[src/rtl/video_timing_gen.sv]
// Raster timing generator with selectable 8-bit test patterns.
// Runs whole frames only; every output is registered one clock behind the counters.
module video_timing_gen #(
  parameter int unsigned H_ACTIVE   = 1920,
  parameter int unsigned H_FP       = 88,
  parameter int unsigned H_SYNC     = 44,
  parameter int unsigned H_BP       = 148,
  parameter int unsigned V_ACTIVE   = 1080,
  parameter int unsigned V_FP       = 4,
  parameter int unsigned V_SYNC     = 5,
  parameter int unsigned V_BP       = 36,
  parameter bit          HS_POL     = 1'b1,
  parameter bit          VS_POL     = 1'b1,
  parameter logic [7:0]  FLAT_VALUE = 8'd128
) (
  input  logic       clk,
  input  logic       rst,
  input  logic       enable,
  input  logic [1:0] pattern_sel,
  output logic [7:0] pixel_out,
  output logic       hsync,
  output logic       vsync,
  output logic       de,
  output logic       frame_start,
  output logic       busy
);

  localparam int unsigned H_TOTAL   = H_ACTIVE + H_FP + H_SYNC + H_BP;
  localparam int unsigned V_TOTAL   = V_ACTIVE + V_FP + V_SYNC + V_BP;
  localparam int unsigned H_W       = $clog2(H_TOTAL);
  localparam int unsigned V_W       = $clog2(V_TOTAL);
  localparam int unsigned HS_START  = H_ACTIVE + H_FP;
  localparam int unsigned HS_END    = H_ACTIVE + H_FP + H_SYNC;
  localparam int unsigned VS_START  = V_ACTIVE + V_FP;
  localparam int unsigned VS_END    = V_ACTIVE + V_FP + V_SYNC;
  localparam logic [H_W-1:0] H_LAST = H_W'(H_TOTAL - 1);
  localparam logic [V_W-1:0] V_LAST = V_W'(V_TOTAL - 1);

  typedef enum logic {IDLE, RUN} state_t;

  state_t         state, state_next;
  logic [H_W-1:0] h_cnt;
  logic [V_W-1:0] v_cnt;
  logic [1:0]     pat;
  logic           h_last, frame_last;
  logic [31:0]    x, y;
  logic [7:0]     pixel_c;
  logic           hsync_c, vsync_c, de_c, frame_start_c, busy_c;

  assign h_last     = (h_cnt == H_LAST);
  assign frame_last = h_last && (v_cnt == V_LAST);
  assign x          = 32'(h_cnt);
  assign y          = 32'(v_cnt);

  always_ff @(posedge clk or posedge rst) begin
    if (rst) state <= IDLE;
    else     state <= state_next;
  end

  // Frames only start from IDLE and only stop at the last pixel of a frame.
  always_comb begin
    state_next = state;
    case (state)
      IDLE:    if (enable) state_next = RUN;
      RUN:     if (frame_last && !enable) state_next = IDLE;
      default: state_next = IDLE;
    endcase
  end

  always_ff @(posedge clk or posedge rst) begin
    if (rst) begin
      h_cnt <= '0;
      v_cnt <= '0;
    end else if (state == RUN) begin
      if (h_last) begin
        h_cnt <= '0;
        v_cnt <= (v_cnt == V_LAST) ? '0 : v_cnt + V_W'(1);
      end else begin
        h_cnt <= h_cnt + H_W'(1);
      end
    end else begin
      h_cnt <= '0;
      v_cnt <= '0;
    end
  end

  // Pattern shadow is captured whenever the raster is about to enter (0,0).
  always_ff @(posedge clk or posedge rst) begin
    if (rst) begin
      pat <= 2'd0;
    end else if ((state == IDLE && enable) || (state == RUN && frame_last && enable)) begin
      pat <= pattern_sel;
    end
  end

  always_comb begin
    pixel_c       = 8'd0;
    hsync_c       = ~HS_POL;
    vsync_c       = ~VS_POL;
    de_c          = 1'b0;
    frame_start_c = 1'b0;
    busy_c        = 1'b0;
    if (state == RUN) begin
      busy_c        = 1'b1;
      de_c          = (x < H_ACTIVE) && (y < V_ACTIVE);
      frame_start_c = (x == 32'd0) && (y == 32'd0);
      if (x >= HS_START && x < HS_END) hsync_c = HS_POL;
      if (y >= VS_START && y < VS_END) vsync_c = VS_POL;
      if (de_c) begin
        case (pat)
          2'd0:    pixel_c = x[7:0];
          2'd1:    pixel_c = y[7:0];
          2'd2:    pixel_c = (x[3] ^ y[3]) ? 8'hFF : 8'h00;
          default: pixel_c = FLAT_VALUE;
        endcase
      end
    end
  end

  always_ff @(posedge clk or posedge rst) begin
    if (rst) begin
      pixel_out   <= 8'd0;
      hsync       <= ~HS_POL;
      vsync       <= ~VS_POL;
      de          <= 1'b0;
      frame_start <= 1'b0;
      busy        <= 1'b0;
    end else begin
      pixel_out   <= pixel_c;
      hsync       <= hsync_c;
      vsync       <= vsync_c;
      de          <= de_c;
      frame_start <= frame_start_c;
      busy        <= busy_c;
    end
  end

endmodule
[config.mk]
export PLATFORM = sky130hd
export DESIGN_NAME = video_timing_gen
export DESIGN_NICKNAME = d
export VERILOG_FILES = /design/src/rtl/video_timing_gen.sv
export SDC_FILE = /design/constraint.sdc
export NUM_CORES = 1
export LEC_CHECK = 0
export ABC_CLOCK_PERIOD_IN_PS = 3300
export CORE_ASPECT_RATIO = 1.1
export CORE_MARGIN = 3
export CORE_UTILIZATION = 56
export DETAILED_ROUTE_END_ITERATION = 12
export MAX_ROUTING_LAYER = met4
export PLACE_DENSITY = 0.78
export SETUP_SLACK_MARGIN = 0.05
export SLEW_MARGIN = 20
export SYNTH_ARGS = -nofsm -noshare
export SYNTH_HDL_FRONTEND = slang
export SYNTH_SLANG_ARGS = --single-unit
[constraint.sdc]
create_clock -name clk -period 3.3 [get_ports clk]
set_input_delay 0.66 -clock clk [delete_from_list [all_inputs] [get_ports clk]]
set_output_delay 0.66 -clock clk [all_outputs]
set_load 0.05 [all_outputs]
Word level (Yosys, flattened, before mapping) --
Index checks and enable logic that the tools add are counted.
Word-level totals: flip-flop bits (word level) 39, bits of input ports 5, output and inout bits 13, word-level logic and storage cells 58
Cells by class: add/subtract/negate cells 2, order comparisons 6, eq/ne operators 5, mux-type cells 19, bitwise gates (word level) 2, reductions and logical operators 14
Operator list (number):
- zero test 32 bit | 2
- 2-to-1 mux 11 bit | 3
- 2-to-1 mux 12 bit | 2
- 2-to-1 mux 8 bit | 3
- case mux 8 bit (3 select lines) | 1
- less-than comparator 11 bit, second input constant | 2
- adder 12 x 1 -> 12 bit, second input constant | 1
- == test 12 bit, second input constant | 1
- >= comparator 12 x 11 -> 1 bit, second input constant | 1
- less-than comparator 12 x 11 -> 1 bit, second input constant | 1
- less-than comparator 12 bit, second input constant | 1
- adder 11 x 1 -> 11 bit, second input constant | 1
- == test 11 bit, second input constant | 1
- >= comparator 11 bit, second input constant | 1
- logical AND 1 bit | 9
- 2-to-1 mux 1 bit | 9
- == test 2 x 1 -> 1 bit, second input constant | 1
- == test 2 bit, second input constant | 1
- zero test 2 bit | 1
- != test 2 x 1 -> 1 bit, second input constant | 1
- case mux 1 bit (2 select lines) | 1
- zero test 1 bit | 1
- logical OR 1 bit | 1
- NOT 1 bit | 1
- bitwise XOR 1 bit | 1

Depth between registers and ports, before layout --
Gate-level depths: netlist of the first run.
depth in word-level cells 5, depth in mapped cells 7, mapped depth without buffers 6

Worst setup path before layout of the first run --
OpenSTA, ideal clock, no wires.
path type reg-to-reg, start register v_cnt[0], end register state, library setup time 0.128 ns, arrival 1.675 ns, required time 3.172 ns, path slack 1.498 ns, cell stages (with the launch flop) 8, path buffers 1, clock period less this slack 1.802 ns, path through dfrtp_1 inv_1 ha_1 nand4_1 or4b_1 buf_6 o21ai_2 nand2b_1
Between the ends: cells in the longest elaborated chain, start to end 5
Ends and longest elaborated chain:
- start: declaration | RTL line 43 | logic [V_W-1:0] v_cnt;
- start signal: assignment | RTL line 77 | v_cnt <= (v_cnt == V_LAST) ? '0 : v_cnt + V_W'(1);
- == test 11 bit | RTL line 51 | assign frame_last = h_last && (v_cnt == V_LAST);
- logical AND 1 bit | RTL line 51
- logical AND 1 bit | RTL line 65 | RUN: if (frame_last && !enable) state_next = IDLE;
- 2-to-1 mux 1 bit | RTL line 65
- case mux 1 bit (2 select lines) | RTL line 63 | case (state)
- named net state_next | RTL line 41 | state_t state, state_next;
- end signal: assignment | RTL line 57 | else state <= state_next;
- end: declaration | RTL line 41
The timed path passes the listed nets, and every way through them passes these cells. A chain may end at the register's enable or synchronous reset.

Worst setup path in the final report of the first run --
start register hsync, end output hsync
RTL lines:
- start: declaration | RTL line 21 | output logic hsync,
- start signal: assignment | RTL line 123 | hsync <= ~HS_POL;
- start signal: assignment | RTL line 130 | hsync <= hsync_c;
No word-level cell between the ends.

==> flow_summary.yaml, run 1 <==
clocking:
  cts.sinks: 39
  hold_buffers: 0
  cts_tree: "done"
  clock_latency_ns: 0.36
  cts_buffer_depth: 2
  post_cts_buffers: 0
  cts_made_buffers: 5
  cts_root_buffer: "clkbuf_4"
  clk_pin_slew_worst_paths_ns: 0.12
  cts-resized-gates: 0
  htree_levels: 2
power_and_ir_drop:
  p_leak_nw: 0.995
  ir_drop_uv: 299
  power_density_nw_per_um2: 353
yosys:
  avgSynthCellArea_um2: 9.33
  syn-num-nets: 234
  synth_top_area_frac: 0.465
  ys_seq_area_frac: 0.465
  ys_ff_latch: 39
  netlist_instances: 225
  synth_flop_cell: "dfrtp_1"
  netlist_area_um2: 2100
  synth_cell_types: 38
  synth.area.top_cells: "dfrtp_1 (46%), xnor2_1 (4.2%), nor2_1 (4.1%), nand2_1 (3.6%), o21a_1 (3.6%)"
  synth_edf_count: 0
  yosys_warnings: 0
  synth-async-reset-ratio: 1.00
  synth.largest_area_cell: "dfrtp_1"
floorplan:
  core_region_area_um2: 3470
  die_w_um: 64.4
  initial_core_util: 0.605
  dieHeight_um: 70.2
  die_area_um2: 4520
  ioPinCount: 18
  rows: 22
timing:
  fin_crit_ns: 2.18
  tightest_slew_ns: 0.695
  timing.final.crit_share: 0.661
  clock_skew_ns: 0.0115
  max_freq_ghz: 0.458
  slew-limit-headroom: 0.533
  finalSetupViolations: 0
  rsz0062_at_grt: "no"
  hold_viol: 0
  tns_ns: 0
  drv_slew: 0
global_route:
  grt_start_max_net_pins: 22
  grt_pass1_wl_um: 7850
  grtUsageTotal: 0.225
  antenna_found_initial: 0
  grt_pass1_vias: 1663
  gr-total-overflow: 0
outcome:
  status: "complete, no violations"
drt:
  ant_nets: 0
  drc: 0
  vias: 1736
  wl_um: 4520
  drtIter0Drc: 186
  wl_per_cell_um: 16.0
  dr.pass1.iters: 4
  viasPerCell: 6.13
layout:
  antenna_cells: 0
  regArea_um2: 976
  finalNonFillerCells: 283
  fillCellCount: 284
  drive_gt1_frac: 0.0553
  area_growth_pct: 11.9
  multi_input_area_um2: 1020
  final_nets: 243
worst_hold_path:
  holdPathStages: 1
  hold_class: "flop to flop"
placed_design:
  port_buffers: 17
  finalWeightedCongestion: 0.937
  dpl.cell_count: 275
  place_hpwl_um: 3300
worst_setup_path:
  slowest_stage: "clkdlybuf4s50_1"
  worstSetupPathType: "flop to output port"
  crit_fanout: 1
  crit_cells: 1
  reg2reg_depth: 5
  path_cells: "clkdlybuf4s50_1"
  crit_family: "buffers and inverters"
  worst-path-buf-inv: 1
  cp-start-kind: "flop"
  cp.arrival_ns: 1.52
  crit_path_end_kind: "output port"
  cp.required_ns: 2.64
  max_stage_delay_ns: 0.80
flow_run:
  maxCapViolCount: 0
==> metal layers <==
metal	wire (um)	up-vias	global-route usage
li1	-	812	-
met1	1930	852	0.291
met2	2270	63	0.354
met3	260	9	0.0370
met4	59	0	0.0892
met5	0	-	-
==> cell families (layout without fill, tap and decap cells) <==
logic type | after synthesis | after routing | share of synthesized area
AND/OR/NAND/NOR | 98 | 98 | 0.246
AO/OA/AOI/OAI | 41 | 41 | 0.132
XOR/XNOR | 12 | 12 | 0.0501
multiplexers | 6 | 6 | 0.0286
flip-flops | 39 | 39 | 0.465
buffers and inverters | 25 | 35 | 0.0548
adder cells (fa/ha/maj) | 4 | 4 | 0.0238
==> state kept, by name (all words and copies together) (netlist names) <==
signal       count
h_cnt           12
pixel_out        8
vsync            1
de               1
v_cnt           11
frame_start      1
pat              2
state            1
busy             1
hsync            1
==> area by class of cell <==
cell class | count | area share
Clock inverter | 2 | 0.0149
Clock buffer | 6 | 0.0218
Sequential cell | 39 | 0.415
Timing Repair Buffer | 18 | 0.0756
Inverter | 9 | 0.0144
Multi-Input combinational cell | 161 | 0.432
Tap cell | 48 | 0.0256
==> layout by cell type, fill, tap and decap left out, drive strengths merged, types with 7 or more instances in the layout <==
cell type	synthesis	final
nor3	7	7
nand4	7	7
clkdlybuf4s50	0	17
nor4	9	9
a21oi	10	10
dfrtp	39	39
xnor2	10	10
o21a	10	10
nand3	12	12
nor2	23	23
o21ai	8	8
nand2	20	20
inv	9	9
==> cell usage after synthesis, types with 3 or more instances <==
master	number
dfrtp_1	39
nor2_1	23
nand2_1	20
nand3_1	12
a21oi_1	10
o21a_1	10
xnor2_1	10
inv_1	9
clkbuf_1	8
nor4_1	8
nand4_1	7
nor3_1	7
o21ai_0	7
mux2i_1	6
or3_1	5
buf_2	4
ha_1	4
o2111ai_1	4
o211ai_1	4
nand2b_1	3
==> final timing paths <==
check,from,slack (ns),endpoint
setup / recovery,hsync$_DFF_PP0_,1.12,hsync
max in group asynchronous,rst,1.86,frame_start$_DFF_PP0_
min in group asynchronous,rst,0.69,pixel_out[0]$_DFF_PP0_
hold reg to reg,h_cnt[0]$_DFF_PP0_,0.55,h_cnt[0]$_DFF_PP0_
setup reg to reg,h_cnt[0]$_DFF_PP0_,1.19,v_cnt[5]$_DFFE_PP0P_
hold / removal,h_cnt[0]$_DFF_PP0_,0.55,h_cnt[0]$_DFF_PP0_
==> report_power, final <==
| part | internal, mW | switching [mW] | leakage [nW] |
|---|---|---|---|
| Sequential | 0.478 | 0 | 0.499 |
| Combinational | 0.00597 | 0.0111 | 0.447 |
| Clock | 0.179 | 0.155 | 0.0482 |
| Total | 0.663 | 0.166 | 0.995 |
==> stage by stage <==
| step | worst slack (ns) | power, mW | utilization | hold WS, ns | cell area (um^2) |
|---|---|---|---|---|---|
| after floorplan | 1.50 | 0.496 | - | 0.421 | 2100 |
| after global placement | 1.19 | 0.504 | 0.650 | 0.511 | 2260 |
| after detailed placement | 1.02 | 0.505 | 0.650 | 0.543 | 2260 |
| after CTS | 0.986 | 0.835 | 0.675 | 0.558 | 2340 |
| final | 1.12 | 0.829 | 0.677 | 0.555 | 2350 |
| after global routing | 1.03 | 0.860 | 0.677 | 0.581 | 2350 |
No activity file was read; power rests on OpenSTA's default activity.
==> run 2: changes to the inputs <==
--- a/config.mk
+++ b/config.mk
@@ -5,13 +5,13 @@
 export SDC_FILE = /design/constraint.sdc
 export NUM_CORES = 1
 export LEC_CHECK = 0
-export ABC_CLOCK_PERIOD_IN_PS = 3300
+export ABC_CLOCK_PERIOD_IN_PS = 2000
 export CORE_ASPECT_RATIO = 1.1
 export CORE_MARGIN = 3
-export CORE_UTILIZATION = 56
+export CORE_UTILIZATION = 51
 export DETAILED_ROUTE_END_ITERATION = 12
 export MAX_ROUTING_LAYER = met4
-export PLACE_DENSITY = 0.78
+export PLACE_DENSITY = 0.74
 export SETUP_SLACK_MARGIN = 0.05
 export SLEW_MARGIN = 20
 export SYNTH_ARGS = -nofsm -noshare
==> constraint.sdc (replaced) <==
create_clock -name clk -period 2 [get_ports clk]
set_input_delay 0.4 -clock clk [delete_from_list [all_inputs] [get_ports clk]]
set_output_delay 0.4 -clock clk [all_outputs]
set_load 0.05 [all_outputs]
==> run 2 against run 1 <==
  * Via count down 0.92%
  * Critical path type is now flop to flop
  * Clock power up 72%
  * Critical endpoint is now v_cnt[5]$_DFFE_PP0P_
  * Combinational power up 59%
  * Critical path depth up 5
  * Highest routed layer unchanged
  * Largest cell class unchanged
  * Clock-buffer cell count up 2
  * Clock skew down 0.0064 ns
  * First-iteration DRC count down 42%
==> flow_summary.yaml, run 2 (synthesized netlist as in run 1, its figures left out) <==
layout:
  largest_register_ffs: 12
  final_area_um2: 2560
  regArea_um2: 977
  regMostFlops: "h_cnt"
  multi_input_area_um2: 1030
  layout_common_cells: "dfrtp_1 (38), buf_4 (25), nor2_1 (23), nand2_1 (20), clkdlybuf4s50_1 (17)"
  final_common_cell: "dfrtp_1"
  top_regs: "h_cnt x12, v_cnt x11, pixel_out x8"
  drive_gt1_frac: 0.151
  final_nets: 267
  antenna_cells: 0
  area_growth_pct: 22.2
  fillCellCount: 314
  finalNonFillerCells: 309
floorplan:
  die_area_um2: 4920
  die_w_um: 67.2
  initial_core_util: 0.553
  dieHeight_um: 73.3
  core_region_area_um2: 3800
  ioPinCount: 18
  rows: 23
drt:
  wl_per_cell_um: 14.4
  wl_um: 4450
  viasPerCell: 5.57
  drtIter0Drc: 107
  vias: 1720
  drc: 0
  dr.pass1.iters: 4
  ant_nets: 0
timing:
  finalSetupViolations: 0
  hold_viol: 0
  timing.final.crit_share: 0.930
  slew-limit-headroom: 0.661
  drv_slew: 0
  clock_skew_ns: 0.00509
  fin_crit_ns: 1.86
  tns_ns: 0
  rsz0062_at_grt: "no"
  max_freq_ghz: 0.538
  tightest_slew_ns: 0.504
  hold_ws_ns: 0.532
worst_setup_path:
  cp.required_ns: 2.21
  cp.arrival_ns: 2.07
  crit_path_end_kind: "flop"
  worstSetupPathType: "flop to flop"
  cp-start-kind: "flop"
  crit_fanout: 15
  worst-r2r-setup-slack_ns: 0.14
power_and_ir_drop:
  total_power_mw: 1.39
  p_leak_nw: 1.12
  power_density_nw_per_um2: 542
  ir_drop_uv: 518
placed_design:
  port_buffers: 17
  place_hpwl_um: 3280
  finalWeightedCongestion: 0.883
  placed_area_um2: 2430
  dpl.cell_count: 300
clocking:
  hold_buffers: 0
  cts_root_buffer: "clkbuf_8"
  cts_made_buffers: 5
  clock_latency_ns: 0.28
  htree_levels: 2
  cts_tree: "done"
  clk_pin_slew_worst_paths_ns: 0.07
  cts.sinks: 39
  cts_buffer_depth: 2
outcome:
  status: "complete, no violations"
worst_hold_path:
  hold_class: "input port to async pin"
global_route:
  antenna_found_initial: 0
  grtUsageTotal: 0.211
  grt_pass1_vias: 1614
  grt_pass1_wl_um: 7670
  gr-total-overflow: 0
  grt_start_max_net_pins: 40
flow_run:
  maxCapViolCount: 0
[run 2: changes by cell type in the layout (fill, tap and decap cells not counted), sizes merged]
cell,before,now
buf,1,25
bufinv,1,0
clkbuf,6,8
clkinv,1,0
[run 2: metrics by stage]
stage	util	worst slack (ns)
final	0.675	0.141
after global routing	0.675	0.0529
after CTS	0.666	0.0703
after detailed placement	0.640	0.0825
after global placement	0.640	0.160
after floorplan	-	0.198
[run 2: path summary, 6_finish.rpt]
path	from	to	cells past startpoint
setup / recovery	h_cnt[0]$_DFF_PP0_	v_cnt[5]$_DFFE_PP0P_	6
hold / removal	rst	pixel_out[5]$_DFF_PP0_	3
setup reg to reg	h_cnt[0]$_DFF_PP0_	v_cnt[5]$_DFFE_PP0P_	6
hold reg to reg	h_cnt[0]$_DFF_PP0_	h_cnt[0]$_DFF_PP0_	2
max in group asynchronous	rst	h_cnt[3]$_DFF_PP0_	3
min in group clk	h_cnt[0]$_DFF_PP0_	h_cnt[0]$_DFF_PP0_	2
[run 2: worst max-delay path, cell delays in order, from the launching register on]
cell and delay (ns):
dfrtp_1 0.36, ha_2 0.23, and4_4 0.23, a41oi_1 0.13, buf_4 0.21, or4_1 0.48
a21oi_1 0.15
[run 2: final cells by class]
class | instances | area share
clock buffers | 8 | 0.0390
repair buffers | 42 | 0.140
inverters | 9 | 0.0132
flip-flops and latches | 39 | 0.381
multi-input cells | 161 | 0.403
well taps | 50 | 0.0244
[run 2: per-layer routing]
metal	part of all wire	vias up	GRT usage	wire length, um
met5	0	-	-	0
met4	0.017	0	0.0788	76
met3	0.031	9	0.0336	138
met2	0.48	29	0.324	2140
met1	0.47	817	0.282	2090
li1	-	865	-	-
[run 2: what timing repair did]
action / CTS / global route
setup endpoints to repair: 0 / 14
buffers inserted: 0 / 1
gates resized for setup: 0 / 6
[run 2: power by group]
part	internal [mW]	switching [mW]	total, mW
sequential	0.788	0	0.788
combinational	0.00990	0.0171	0.0270
clock	0.315	0.260	0.575
total	1.11	0.277	1.39
